`src/rtl/top.sv`:
```
// Four-digit multiplexed seven-segment driver.
// The switch value is synchronised through two flops and shown one digit at a time; each
// digit stays lit for REFRESH_DIV clock cycles. anode and cathode are active-low and registered.
// Optional macro DECIMAL_DISPLAY_EN: show the value in decimal with leading-zero blanking and
// dashes above 9999. When it is undefined, the four nibbles are shown as hex.
module top #(
  parameter int unsigned REFRESH_DIV = 50000
) (
  input  logic        clock,
  input  logic        reset,
  input  logic [15:0] switch,
  output logic [3:0]  anode,
  output logic [7:0]  cathode
);

  localparam int unsigned CntW = (REFRESH_DIV > 2) ? $clog2(REFRESH_DIV) : 1;
  localparam logic [CntW-1:0] LastCnt = CntW'(REFRESH_DIV - 1);

  // Internal digit codes: 0..15 are hex values, plus two special symbols.
  localparam logic [4:0] CodeBlank = 5'd16;
  localparam logic [4:0] CodeDash  = 5'd17;

  logic [15:0]     sync1_q, sync2_q;
  logic [CntW-1:0] cnt_q, cnt_d;
  logic [1:0]      idx_q, idx_d;
  logic [3:0]      anode_q, anode_d;
  logic [7:0]      cathode_q, cathode_d;
  logic [4:0]      code_d;

  // Segment patterns, active-low, dp always off.
  function automatic logic [7:0] seg7(input logic [4:0] code);
    logic [7:0] s;
    case (code)
      5'd0:    s = 8'hC0;
      5'd1:    s = 8'hF9;
      5'd2:    s = 8'hA4;
      5'd3:    s = 8'hB0;
      5'd4:    s = 8'h99;
      5'd5:    s = 8'h92;
      5'd6:    s = 8'h82;
      5'd7:    s = 8'hF8;
      5'd8:    s = 8'h80;
      5'd9:    s = 8'h90;
      5'd10:   s = 8'h88;
      5'd11:   s = 8'h83;
      5'd12:   s = 8'hC6;
      5'd13:   s = 8'hA1;
      5'd14:   s = 8'h86;
      5'd15:   s = 8'h8E;
      5'd17:   s = 8'hBF;
      default: s = 8'hFF;
    endcase
    return s;
  endfunction

  // Synchroniser, refresh counter, digit index and output registers.
  always_ff @(posedge clock or posedge reset) begin
    if (reset) begin
      sync1_q   <= '0;
      sync2_q   <= '0;
      cnt_q     <= '0;
      idx_q     <= '0;
      anode_q   <= 4'hF;
      cathode_q <= 8'hFF;
    end else begin
      sync1_q   <= switch;
      sync2_q   <= sync1_q;
      cnt_q     <= cnt_d;
      idx_q     <= idx_d;
      anode_q   <= anode_d;
      cathode_q <= cathode_d;
    end
  end

  // Refresh counter wraps at REFRESH_DIV-1 and steps the digit index on wrap.
  always_comb begin
    cnt_d = cnt_q + 1'b1;
    idx_d = idx_q;
    if (cnt_q == LastCnt) begin
      cnt_d = '0;
      idx_d = idx_q + 2'd1;
    end
  end

`ifdef DECIMAL_DISPLAY_EN
  logic [15:0] bcd;

  // Double-dabble binary-to-BCD; 14 input bits cover every value up to 9999.
  always_comb begin
    bcd = '0;
    for (int i = 13; i >= 0; i--) begin
      for (int n = 0; n < 4; n++) begin
        if (bcd[4*n +: 4] >= 4'd5) bcd[4*n +: 4] = bcd[4*n +: 4] + 4'd3;
      end
      bcd = {bcd[14:0], sync2_q[i]};
    end
  end

  // Choose the digit for the upcoming index; blank leading zeros, dash on overflow.
  always_comb begin
    code_d = {1'b0, bcd[3:0]};
    if (sync2_q > 16'd9999) begin
      code_d = CodeDash;
    end else begin
      case (idx_d)
        2'd0: code_d = {1'b0, bcd[3:0]};
        2'd1: code_d = (sync2_q < 16'd10)   ? CodeBlank : {1'b0, bcd[7:4]};
        2'd2: code_d = (sync2_q < 16'd100)  ? CodeBlank : {1'b0, bcd[11:8]};
        default: code_d = (sync2_q < 16'd1000) ? CodeBlank : {1'b0, bcd[15:12]};
      endcase
    end
  end
`else
  // Hex mode: the digit is simply the selected nibble.
  always_comb begin
    code_d = {1'b0, sync2_q[{idx_d, 2'b00} +: 4]};
  end
`endif

  // Output next-state follows the new index so anode and cathode always agree.
  always_comb begin
    anode_d   = ~(4'b0001 << idx_d);
    cathode_d = seg7(code_d);
  end

  assign anode   = anode_q;
  assign cathode = cathode_q;

endmodule

```
`config.mk`:
```
export PLATFORM = sky130hd
export DESIGN_NAME = top
export DESIGN_NICKNAME = d
export VERILOG_FILES = /design/src/rtl/top.sv
export SDC_FILE = /design/constraint.sdc
export NUM_CORES = 1
export LEC_CHECK = 0
export BUFFER_PORTS_ARGS = -buffer_cell sky130_fd_sc_hd__buf_2
export CORE_ASPECT_RATIO = 0.9
export CORE_MARGIN = 2
export CORE_UTILIZATION = 50
export CTS_CLUSTER_DIAMETER = 40
export CTS_CLUSTER_SIZE = 24
export DETAILED_ROUTE_END_ITERATION = 10
export PLACE_DENSITY = 0.68
export SLEW_MARGIN = 20
export SYNTH_ARGS = -nofsm -noshare
export SYNTH_HDL_FRONTEND = slang
export SYNTH_SLANG_ARGS = --single-unit
```
`constraint.sdc`:
```
create_clock -name clock -period 5.1 [get_ports clock]
set_input_delay 0.51 -clock clock [delete_from_list [all_inputs] [get_ports clock]]
set_output_delay 0.51 -clock clock [all_outputs]
set_load 0.02 [all_outputs]
```
==> impl_metrics.csv <==
group,metric,value,unit
run_status,status,"finished, final reports clean",
floorplan,initial_core_util,0.514,
power,totalPowerFinal,1.03,mW
floorplan,io_pins,30,
place,port_buffers,28,
floorplan,die_y,73.3,um
min_path,whs_path_depth,1,
worst_setup_path,worstRegToRegCells,9,
synth,yosysTopAreaCell,"dfrtp_1",
worst_setup_path,crit_buf_inv,2,
global_route,first_global_vias,1570,
clocking,postCtsSetupRepairBufs,0,
power,powerDensity,338,nW/um2
final_layout,num_antenna_cells,0,
worst_setup_path,critPathMostFrequentCell,"inv_1",
min_path,hold_class,"input pin to flip-flop",
final_layout,num-nets-final,263,
worst_setup_path,cp-end-kind,"flip-flop",
clocking,cts_inserted_buffers,9,
route,drt-total-wl,4340,um
place,dp_hpwl,2860,um
power,ir_worst_vdd,0.244,mV
synth,syn_avg_cell_area,12.8,um2
synth,synthArstFlopShare,1.00,
place,gp_congestion,0.820,
sta,fin_skew,0.00432,ns
worst_setup_path,rr_startpoint,"cnt_q[10]$_DFF_PP0_",
clocking,cts_max_level,3,
sta,period_share,0.595,
worst_setup_path,worstPathRequired,5.37,ns
sta,period_minus_slack,3.03,ns
worst_setup_path,cpLargestDelayFamily,"simple AND/OR/NAND/NOR gates",
route,first_iter_violations,109,
floorplan,fp.coreArea,5190,um2
min_path,min_to,"sync1_q[0]$_DFF_PP0_",
power,leakage,1.41,nW
global_route,grt_max_degree,62,
route,firstDrtPassIters,5,
synth,synth_edf_count,0,
clocking,ctsRootBufferMaster,"clkbuf_8",
global_route,gr-max-usage-layer,"met2",
worst_setup_path,start_kind,"flip-flop",
global_route,grtUsageMet1,0.237,
min_path,min_from,"switch[0]",
place,dp_worst_setup_slack,2.09,ns
route,drc,0,
run,maxCapViolCount,0,
route,antenna_left,0,
route,wl_per_cell,14.0,um
sta,grt_setup_unrepaired,"no",
floorplan,die_w,81.0,um
sta,worst_slew_pin_slew,0.946,ns
synth,synth_flop_cell,"dfrtp_1",
sta,finalHoldViolCount,0,
clocking,cts_tree,"built",
global_route,grtUsageMet2,0.242,
synth,syn_nets,233,
sta,tns,0,ns
route,viasPerCell,5.15,
final_layout,layout_commonest_cell,"dfrtp_1",
synth,synth.ff_latch_count,61,
final_layout,drive_gt1_frac,0.309,
sta,timing.final.ws_setup,2.07,ns
synth,synth_top_area_frac,0.469,
synth,yosys_warnings,0,
sta,fmax,0.330,GHz
final_layout,fin_util,0.587,
route,num_vias,1597,
worst_setup_path,worstPathArrival,3.30,ns
synth,syn_area,2670,um2
worst_setup_path,rr_endpoint,"cathode[1]$_DFF_PP1_",
clocking,cts_hold_buf,0,
clocking,clk_path_buf_depth,2,
final_layout,area_growth,14.2,%
global_route,grt_first_pass_wirelength,7420,um
global_route,grt_use_total,0.172,
worst_setup_path,crit_path_cell_trace,"or4b_1, nor4_4, a221o_2, a22oi_2, inv_1, ha_1, inv_1, nor3b_1, a21o_1",
worst_setup_path,worstPathMaxFanout,13,
global_route,gr-usage-met3,0.0639,
floorplan,rows,25,
sta,setup_viol,0,
clocking,cts.sinks,61,
synth,yosysUniqueCellTypes,53,
worst_setup_path,reg2reg_slack,2.07,ns
worst_setup_path,worstSetupPathType,"flip-flop to flip-flop",
global_route,antenna_found_initial,0,
synth,synth-seq-area-share,0.577,
worst_setup_path,cp_slowest_stage_delay,0.72,ns
clocking,cts_resized,0,
clocking,clk_latency,0.34,ns
sta,max_slew_margin,0.369,
final_layout,layout_common_cells,"50 x dfrtp_1, 28 x buf_2, 12 x nor2_1",
synth,synth.area.top_cells,"dfrtp_1 47%, dfstp_2 11%, mux2i_1 3.8%, ha_1 3.3%, xnor2_1 2.3%",
sta,slew_violations,0,
floorplan,dieArea,5940,um2
global_route,grt.overflow.total,0,
synth,synth_cells,208,
clocking,clk_pin_slew,0.07,ns
worst_setup_path,critPathSlowestCell,"nor4_4",
==> report_power, final <==
| part | total [mW] | internal, mW | switching, mW |
|---|---|---|---|
| registers | 0.511 | 0.505 | 0.00532 |
| clock network | 0.459 | 0.275 | 0.184 |
| logic | 0.0588 | 0.0236 | 0.0352 |
==> state kept, by name (all words and copies together), names as in the netlist <==
| signal | count |
|---|---|
| anode | 4 |
| sync1_q | 16 |
| sync2_q | 16 |
| idx_q | 2 |
| cnt_q | 16 |
| cathode | 7 |
==> layer usage <==
| layer | part of all wire | vias up |
|---|---|---|
| met5 | 0 | - |
| li1 | - | 795 |
| met4 | 0.014 | 0 |
| met1 | 0.48 | 748 |
| met3 | 0.052 | 8 |
| met2 | 0.46 | 46 |
==> worst max path at each step <==
stage | from | end | slack, ns | depth (start not counted)
after detailed placement | cnt_q[11]$_DFF_PP0_ | cathode[1]$_DFF_PP1_ | 2.09 | 9
final | cnt_q[10]$_DFF_PP0_ | cathode[1]$_DFF_PP1_ | 2.07 | 9
after global routing | cnt_q[11]$_DFF_PP0_ | cathode[0]$_DFF_PP1_ | 1.83 | 6
after global placement | cnt_q[11]$_DFF_PP0_ | cathode[0]$_DFF_PP1_ | 2.11 | 6
after floorplan | cnt_q[10]$_DFF_PP0_ | cathode[1]$_DFF_PP1_ | 2.51 | 10
after CTS | cnt_q[11]$_DFF_PP0_ | cathode[3]$_DFF_PP1_ | 2.07 | 9
==> cell usage after synthesis, types with 6 or more instances <==
library cell / count
xor2_1: 7
mux2i_1: 10
xnor2_1: 7
nand2_1: 9
nor2b_1: 6
dfrtp_1: 50
ha_1: 7
nor2_1: 12
dfstp_2: 11
inv_1: 10
==> layout make-up <==
class	count	area [um2]
clock buffer	10	128
clock inverter	6	87.6
fill	462	2150
inverter	11	41.3
multi-input combinational	126	1020
sequential	61	1540
tap	67	83.8
timing repair buffer	29	148
==> cells by family (layout without fill, tap and decap cells) <==
group / count (synthesis) / after routing / share of synthesized area
and+or+nand+nor: 60 / 60 / 0.142
AOI/OAI and AO/OA: 30 / 30 / 0.104
other: 1 / 1 / 0.00141
buffers and inverters: 21 / 56 / 0.0413
muxes: 14 / 14 / 0.0558
DFF: 61 / 61 / 0.577
adders and majority gates: 7 / 7 / 0.0328
xor gates and xnor gates: 14 / 14 / 0.0459
==> metrics by stage <==
stage | instance area, um2 | std cells | hold slack, ns
2_1_floorplan | 2670 | 208 | 0.331
3_3_place_gp | 2830 | 294 | 0.333
3_5_place_dp | 2830 | 294 | 0.335
4_1_cts | 3050 | 310 | 0.255
5_1_grt | 3050 | 310 | 0.253
6_report | 3050 | 310 | 0.274
Power figures use the tool's default switching activity.
